## config.mk

```make
export PLATFORM = sky130hd
export DESIGN_NAME = evt_stream_rr_arbiter
export DESIGN_NICKNAME = d
export VERILOG_FILES = /design/src/rtl/sne_evt_stream_pkg.sv /design/src/rtl/evt_rr_pick.sv /design/src/rtl/evt_stream_rr_arbiter.sv
export SDC_FILE = /design/constraint.sdc
export NUM_CORES = 1
export LEC_CHECK = 0
export CORE_ASPECT_RATIO = 0.8
export CORE_MARGIN = 3
export CORE_UTILIZATION = 40
export CTS_CLUSTER_SIZE = 24
export DETAILED_ROUTE_END_ITERATION = 8
export GPL_TIMING_DRIVEN = 0
export PLACE_DENSITY_LB_ADDON = 0.2
export SETUP_SLACK_MARGIN = 0.02
export SLEW_MARGIN = 20
export SYNTH_ARGS = -nofsm -noshare
export SYNTH_HDL_FRONTEND = slang
export SYNTH_SLANG_ARGS = --single-unit
```

## constraint.sdc

```tcl
create_clock -name clk_i -period 2.7 [get_ports clk_i]
set_input_delay 0.27 -clock clk_i [delete_from_list [all_inputs] [get_ports clk_i]]
set_output_delay 0.27 -clock clk_i [all_outputs]
set_load 0.02 [all_outputs]
```

## src/rtl/sne_evt_stream_pkg.sv

```systemverilog
// Shared definitions for the event-stream round-robin arbiter.
//   arb_state_e  : arbiter FSM states
//   DefaultQuota : suggested burst quota (quota_i value, beats per grant minus one)
//   rr_next      : round-robin successor of an index modulo n
package sne_evt_stream_pkg;

    typedef enum logic [1:0] {
        StIdle     = 2'd0,
        StGrant    = 2'd1,
        StSyncEmit = 2'd2
    } arb_state_e;

    localparam int unsigned DefaultQuota = 3;

    function automatic int unsigned rr_next(input int unsigned idx, input int unsigned n);
        return (idx + 1 >= n) ? 0 : idx + 1;
    endfunction

endpackage

```

## src/rtl/evt_rr_pick.sv

```systemverilog
// Combinational round-robin search: returns the first set bit of mask_i at or after ptr_i,
// wrapping modulo N.
//   mask_i  : candidate mask
//   ptr_i   : search start index (must be < N)
//   idx_o   : selected index (0 when nothing found)
//   found_o : high when any mask bit is set
module evt_rr_pick #(
    parameter int unsigned N    = 4,
    parameter int unsigned IdxW = 2
) (
    input  logic [N-1:0]    mask_i,
    input  logic [IdxW-1:0] ptr_i,
    output logic [IdxW-1:0] idx_o,
    output logic            found_o
);

    // One extra bit so ptr + offset (< 2N) cannot overflow before the modulo fold.
    logic [IdxW:0] j;

    always_comb begin
        idx_o   = '0;
        found_o = 1'b0;
        j       = '0;
        for (int unsigned k = 0; k < N; k++) begin
            j = {1'b0, ptr_i} + (IdxW+1)'(k);
            if (j >= (IdxW+1)'(N)) begin
                j = j - (IdxW+1)'(N);
            end
            if (!found_o && mask_i[j[IdxW-1:0]]) begin
                found_o = 1'b1;
                idx_o   = j[IdxW-1:0];
            end
        end
    end

endmodule

```

## src/rtl/evt_stream_rr_arbiter.sv

```systemverilog
// Merges N_SRC valid/ready event streams into one with round-robin grants, burst quotas
// and optional time-step barrier merging.
//   clk_i, rst_ni          : clock, asynchronous active-low reset
//   enable_i               : per-source participation mask
//   synch_en_i             : 1 = barrier beats are merged into one emitted barrier
//   quota_i                : max consecutive beats per grant, minus one
//   src_valid_i/ready_o    : per-source handshake; src_data_i flat N_SRC x DATA_W
//   src_barrier_i          : per-source barrier marker accompanying the beat
//   dst_valid_o/ready_i    : merged handshake; dst_data_o, dst_barrier_o registered
//   grant_id_o             : current grantee
//   busy_o                 : FSM not idle or an output beat pending
// Optional (macro SNE_ARB_STATS_EN):
//   stat_clr_i             : clears the per-source beat counters
//   stat_beats_o           : N_SRC x 16 saturating accepted-beat counters
module evt_stream_rr_arbiter
    import sne_evt_stream_pkg::*;
#(
    parameter int unsigned N_SRC   = 4,
    parameter int unsigned DATA_W  = 32,
    parameter int unsigned QUOTA_W = 4
) (
    input  logic                      clk_i,
    input  logic                      rst_ni,
    input  logic [N_SRC-1:0]          enable_i,
    input  logic                      synch_en_i,
    input  logic [QUOTA_W-1:0]        quota_i,
    input  logic [N_SRC-1:0]          src_valid_i,
    output logic [N_SRC-1:0]          src_ready_o,
    input  logic [N_SRC*DATA_W-1:0]   src_data_i,
    input  logic [N_SRC-1:0]          src_barrier_i,
    output logic                      dst_valid_o,
    input  logic                      dst_ready_i,
    output logic [DATA_W-1:0]         dst_data_o,
    output logic                      dst_barrier_o,
    output logic [$clog2(N_SRC)-1:0]  grant_id_o,
    output logic                      busy_o
`ifdef SNE_ARB_STATS_EN
    ,
    input  logic                      stat_clr_i,
    output logic [N_SRC*16-1:0]       stat_beats_o
`endif
);

    localparam int unsigned IdxW = $clog2(N_SRC);

    arb_state_e          state_q;
    logic [IdxW-1:0]     grant_q;
    logic [IdxW-1:0]     ptr_q;
    logic [QUOTA_W-1:0]  cnt_q;
    logic [N_SRC-1:0]    bseen_q;
    logic [N_SRC-1:0]    bseen_d;
    logic                dst_valid_q;
    logic [DATA_W-1:0]   dst_data_q;
    logic                dst_barrier_q;

    logic                out_free;
    logic [N_SRC-1:0]    bseen_en;
    logic [N_SRC-1:0]    eligible;
    logic                sync_hit;
    logic                grant_active;
    logic                accept;
    logic                consume_barrier;
    logic                load_beat;
    logic                release_grant;
    logic [DATA_W-1:0]   g_data;
    logic                g_barrier;
    logic [IdxW-1:0]     pick_idx;
    logic                pick_found;

    always_comb begin
        out_free = !dst_valid_q || dst_ready_i;
        // Seen bits of disabled sources never count toward the barrier.
        bseen_en = bseen_q & enable_i;
        eligible = src_valid_i & enable_i & ~(synch_en_i ? bseen_en : '0);
        sync_hit = synch_en_i && (enable_i != '0) && (bseen_en == enable_i);

        g_data    = '0;
        g_barrier = 1'b0;
        for (int unsigned i = 0; i < N_SRC; i++) begin
            if (grant_q == IdxW'(i)) begin
                g_data    = src_data_i[i*DATA_W +: DATA_W];
                g_barrier = src_barrier_i[i];
            end
        end

        grant_active    = (state_q == StGrant) && enable_i[grant_q];
        src_ready_o     = '0;
        if (grant_active && out_free) begin
            src_ready_o[grant_q] = 1'b1;
        end
        accept          = grant_active && out_free && src_valid_i[grant_q];
        consume_barrier = accept && synch_en_i && g_barrier;
        load_beat       = accept && !consume_barrier;

        release_grant = 1'b0;
        if (state_q == StGrant) begin
            if (!enable_i[grant_q] || !src_valid_i[grant_q] || consume_barrier) begin
                release_grant = 1'b1;
            end else if (load_beat && (cnt_q == quota_i)) begin
                release_grant = 1'b1;
            end
        end

        bseen_d = bseen_en;
        if (consume_barrier) begin
            bseen_d[grant_q] = 1'b1;
        end
        if ((state_q == StSyncEmit) && out_free) begin
            bseen_d = '0;
        end
    end

    evt_rr_pick #(
        .N    (N_SRC),
        .IdxW (IdxW)
    ) u_pick (
        .mask_i  (eligible),
        .ptr_i   (ptr_q),
        .idx_o   (pick_idx),
        .found_o (pick_found)
    );

    always_ff @(posedge clk_i or negedge rst_ni) begin
        if (!rst_ni) begin
            state_q       <= StIdle;
            grant_q       <= '0;
            ptr_q         <= '0;
            cnt_q         <= '0;
            bseen_q       <= '0;
            dst_valid_q   <= 1'b0;
            dst_data_q    <= '0;
            dst_barrier_q <= 1'b0;
        end else begin
            bseen_q <= bseen_d;
            if (out_free) begin
                dst_valid_q <= 1'b0;
            end
            unique case (state_q)
                StIdle: begin
                    cnt_q <= '0;
                    // A completed barrier round wins over new grants.
                    if (sync_hit) begin
                        state_q <= StSyncEmit;
                    end else if (pick_found) begin
                        grant_q <= pick_idx;
                        state_q <= StGrant;
                    end
                end
                StGrant: begin
                    if (load_beat) begin
                        dst_valid_q   <= 1'b1;
                        dst_data_q    <= g_data;
                        dst_barrier_q <= g_barrier;
                        cnt_q         <= cnt_q + 1'b1;
                    end
                    if (release_grant) begin
                        state_q <= StIdle;
                        cnt_q   <= '0;
                        ptr_q   <= IdxW'(rr_next(32'(grant_q), N_SRC));
                    end
                end
                StSyncEmit: begin
                    if (out_free) begin
                        dst_valid_q   <= 1'b1;
                        dst_data_q    <= '0;
                        dst_barrier_q <= 1'b1;
                        state_q       <= StIdle;
                    end
                end
                default: state_q <= StIdle;
            endcase
        end
    end

    assign dst_valid_o   = dst_valid_q;
    assign dst_data_o    = dst_data_q;
    assign dst_barrier_o = dst_barrier_q;
    assign grant_id_o    = grant_q;
    assign busy_o        = (state_q != StIdle) || dst_valid_q;

`ifdef SNE_ARB_STATS_EN
    for (genvar i = 0; i < N_SRC; i++) begin : g_stat
        logic [15:0] beats_q;
        always_ff @(posedge clk_i or negedge rst_ni) begin
            if (!rst_ni) begin
                beats_q <= '0;
            end else if (stat_clr_i) begin
                beats_q <= '0;
            end else if (src_valid_i[i] && src_ready_o[i] && (beats_q != 16'hFFFF)) begin
                beats_q <= beats_q + 16'd1;
            end
        end
        assign stat_beats_o[i*16 +: 16] = beats_q;
    end
`endif

endmodule

```

==> results_dict.tcl <==
set metrics [dict create \
    ys_warn_count 0 \
    violations "negative hold slack" \
    syn-num-nets 611 \
    hold_class "in -> async" \
    clk_pin_slew_ps 90 \
    fill_cells 698 \
    stdcell_count 760 \
    p_switching_mw 2.18 \
    netlist-cell-type-count 43 \
    p_int_mw 2.63 \
    period_minus_slack_ps 2630 \
    synth_top_family_by_area "simple AND/OR/NAND/NOR gates" \
    cpMostUsedCell "clkdlybuf4s50_1" \
    yosys.area.top_type_share 0.342 \
    start_util 0.426 \
    setup_violations 0 \
    synth_edf_count 0 \
    syn-cell-area_um2 3510 \
    vias_per_cell 5.27 \
    place_congestion 0.867 \
    grt_pass1_vias 4070 \
    ys_top_cells_by_count "nand2_1, o21ai_0, dfrtp_1, a21oi_1" \
    p_per_area_nw_per_um2 849 \
    antenna_cells 0 \
    chipWidth_um 111 \
    grt_overflow 0 \
    fmax_ghz 0.380 \
    clock-sinks 48 \
    slowest_stage "clkdlybuf4s50_1" \
    combPwrFrac 0.672 \
    syn_area_per_cell_um2 7.72 \
    cp.required_ps 2430 \
    finalCritPeriodShare 0.974 \
    port_buffers 188 \
    cp.arrival_ps 2360 \
    drive_gt1_frac 0.0644 \
    synth.most_common_cell "nand2_1" \
    dp_cells 752 \
    cts_tree "done" \
    synth_mux_area_frac 0.120 \
    grt_max_degree 27 \
    routedWlPerCell_um 16.2 \
    core_area_um2 8240 \
    cts_hold_buffers 0 \
    syn_to_final_growth_pct 61.4 \
    synthSimpleGateAreaFrac 0.239 \
    antenna_found_initial 0 \
    crit_family "buffers and inverters" \
    cap_violations 0 \
    dp_hpwl_um 10200 \
    critPathBufInv 3 \
    path_class "in -> out" \
    ys.flop_type "dfrtp_1" \
    reg2reg_from "grant_id_o[1]" \
    worstSkewPairLatency_ps 290 \
    synth_fa_ha_area_frac 0.0285 \
    cts_buffers 5 \
    route.vias.total 4005 \
    rsz0062_at_grt "no" \
    status "finished, violations left" \
    final_antenna_net_count 0 \
    routed_wl_um 12300 \
    tns_ps 0 \
    nets 807 \
    dieArea_um2 9940 \
    start_kind "primary input" \
    finClkSkew_ps 2.66 \
    yosys.area_share.xor_xnor 0.0125 \
    htree_levels 2 \
    root_buffer "clkbuf_8" \
    yosys.area.top_type "dfrtp_1" \
    vdd_drop_max_mv 0.418 \
    power_frac_seq 0.237 \
    worstMarginPinSlew_ps 719 \
    slew_headroom 0.521 \
    path_max_fanout 8 \
    worstSetupEndpointType "primary output" \
    track_usage 0.241 \
    async_flop_share 1.00 \
    grt_pass1_wl_um 19900 \
    hold_slack_ps -0.249 \
    clockBufferDepth 2 \
    hold_violations 1 \
    critPathMaxStageDelay_ps 540 \
    p_clk_frac 0.092 \
    drc_errors 0 \
    drt_iter0_markers 173 \
    ios 189 \
    ys_top_cells_by_area "dfrtp_1, mux2i_1, nand2_1" \
    core.rowCount 29 \
    drt_first_pass_iters 4 \
    p_leak_nw 2.35 \
    ys_ff_latch 48 \
    crit_start "enable_i[3]" \
    cp_cell_sequence "clkdlybuf4s50_1 > mux4_2 > and3_1 > buf_4 > and2_1 > clkdlybuf4s50_1" \
    syn_inst 455 \
    synth-compound-area-share 0.200 \
    die_h_um 89.8 \
    p_sw_frac 0.453 \
    seq_area_frac_synth 0.342 \
    slew_violations 0 \
]
## flip-flops by register name (all words and copies together) (netlist names)
signal / count
dst_data_o: 32
bseen_q: 4
cnt_q: 4
grant_id_o: 2
ptr_q: 2
state_q: 2
dst_barrier_o: 1
dst_valid_o: 1
## final timing paths
kind	endpoint	slack [ps]	depth (start not counted)
max	src_ready_o[0]	70	6
min	state_q[1]	-0.2	1
max reg2reg	dst_data_o[17]	270	10
min reg2reg	dst_data_o[4]	510	2
max in group asynchronous	grant_id_o[0]	2140	2
min in group clk_i	dst_data_o[4]	510	2
## final cells by class
type | count | area [um^2] | share of cell area
multi-input combinational | 363 | 2110 | 0.372
timing repair buffer | 191 | 1920 | 0.339
sequential | 48 | 1200 | 0.212
buffer | 31 | 165 | 0.0291
tap | 108 | 135 | 0.0238
clock buffer | 8 | 90.1 | 0.0159
inverter | 11 | 41.3 | 0.00729
## kinds of logic after synthesis
kind of cell,count (synthesis)
buf+inv,44
compound gates,127
fa+ha+maj,8
flops,48
simple gates,184
xor+xnor,5
mux,39
## worst reg2reg max path, stage by stage (launching register included)
cell and delay [ps]:
dfrtp_2 450, buf_4 150, ha_1 170, buf_4 220, nor3b_1 180, a211oi_2 330
nand2_1 210, nand3_2 230, buf_4 210, nand3_1 90, o21ai_0 110
## power groups by stage
stage | Combinational [mW] | Sequential [mW] | Clock, mW
detailed placement | 3.22 | 1.15 | 0
floorplan | 1.80 | 1.37 | 0
CTS | 3.23 | 1.15 | 0.449
global placement | 3.14 | 1.14 | 0
global route | 3.58 | 1.17 | 0.487
finish | 3.23 | 1.14 | 0.442
## placed cells by master, fill, tap and decap left out, types with 4 or more instances in the layout
| cell type | instances |
|---|---|
| buf_1 | 4 |
| ha_1 | 7 |
| mux2_2 | 4 |
| clkbuf_8 | 6 |
| dfrtp_1 | 46 |
| a21oi_1 | 40 |
| buf_4 | 8 |
| clkbuf_1 | 16 |
| mux2i_1 | 33 |
| xor2_1 | 5 |
| clkdlybuf4s50_1 | 186 |
| inv_1 | 11 |
| o21ai_1 | 19 |
| o21ai_0 | 53 |
| nor2_1 | 39 |
| nand2_1 | 77 |
| and2_1 | 6 |
| nand3_1 | 39 |
## timing repair
action	4_1_cts	5_1_grt
resized for setup	8	4
setup endpoints to repair	4	3
buffers inserted	0	2
## stage by stage
step           total power, mW  setup slack, ps  instance area (um^2)  utilization  hold WS (ps)
2_1_floorplan             3.17              481                  3510            -         -25.6
3_3_place_gp              4.28             -123                  5530        0.671           480
3_5_place_dp              4.37             -179                  5550        0.674           338
4_1_cts                   4.82             68.8                  5650        0.685          19.7
5_1_grt                   5.24             42.4                  5670        0.688          28.1
6_report                  4.81             69.3                  5670        0.688        -0.249
## layer usage
layer  track usage  vias up  wire [um]
met5             0        -          0
met4        0.0790        0        321
met3        0.0604       25        933
met2         0.414      147       5950
met1         0.297     1865       5120
li1              -     1968          -
No activity file was read; power rests on OpenSTA's default activity.
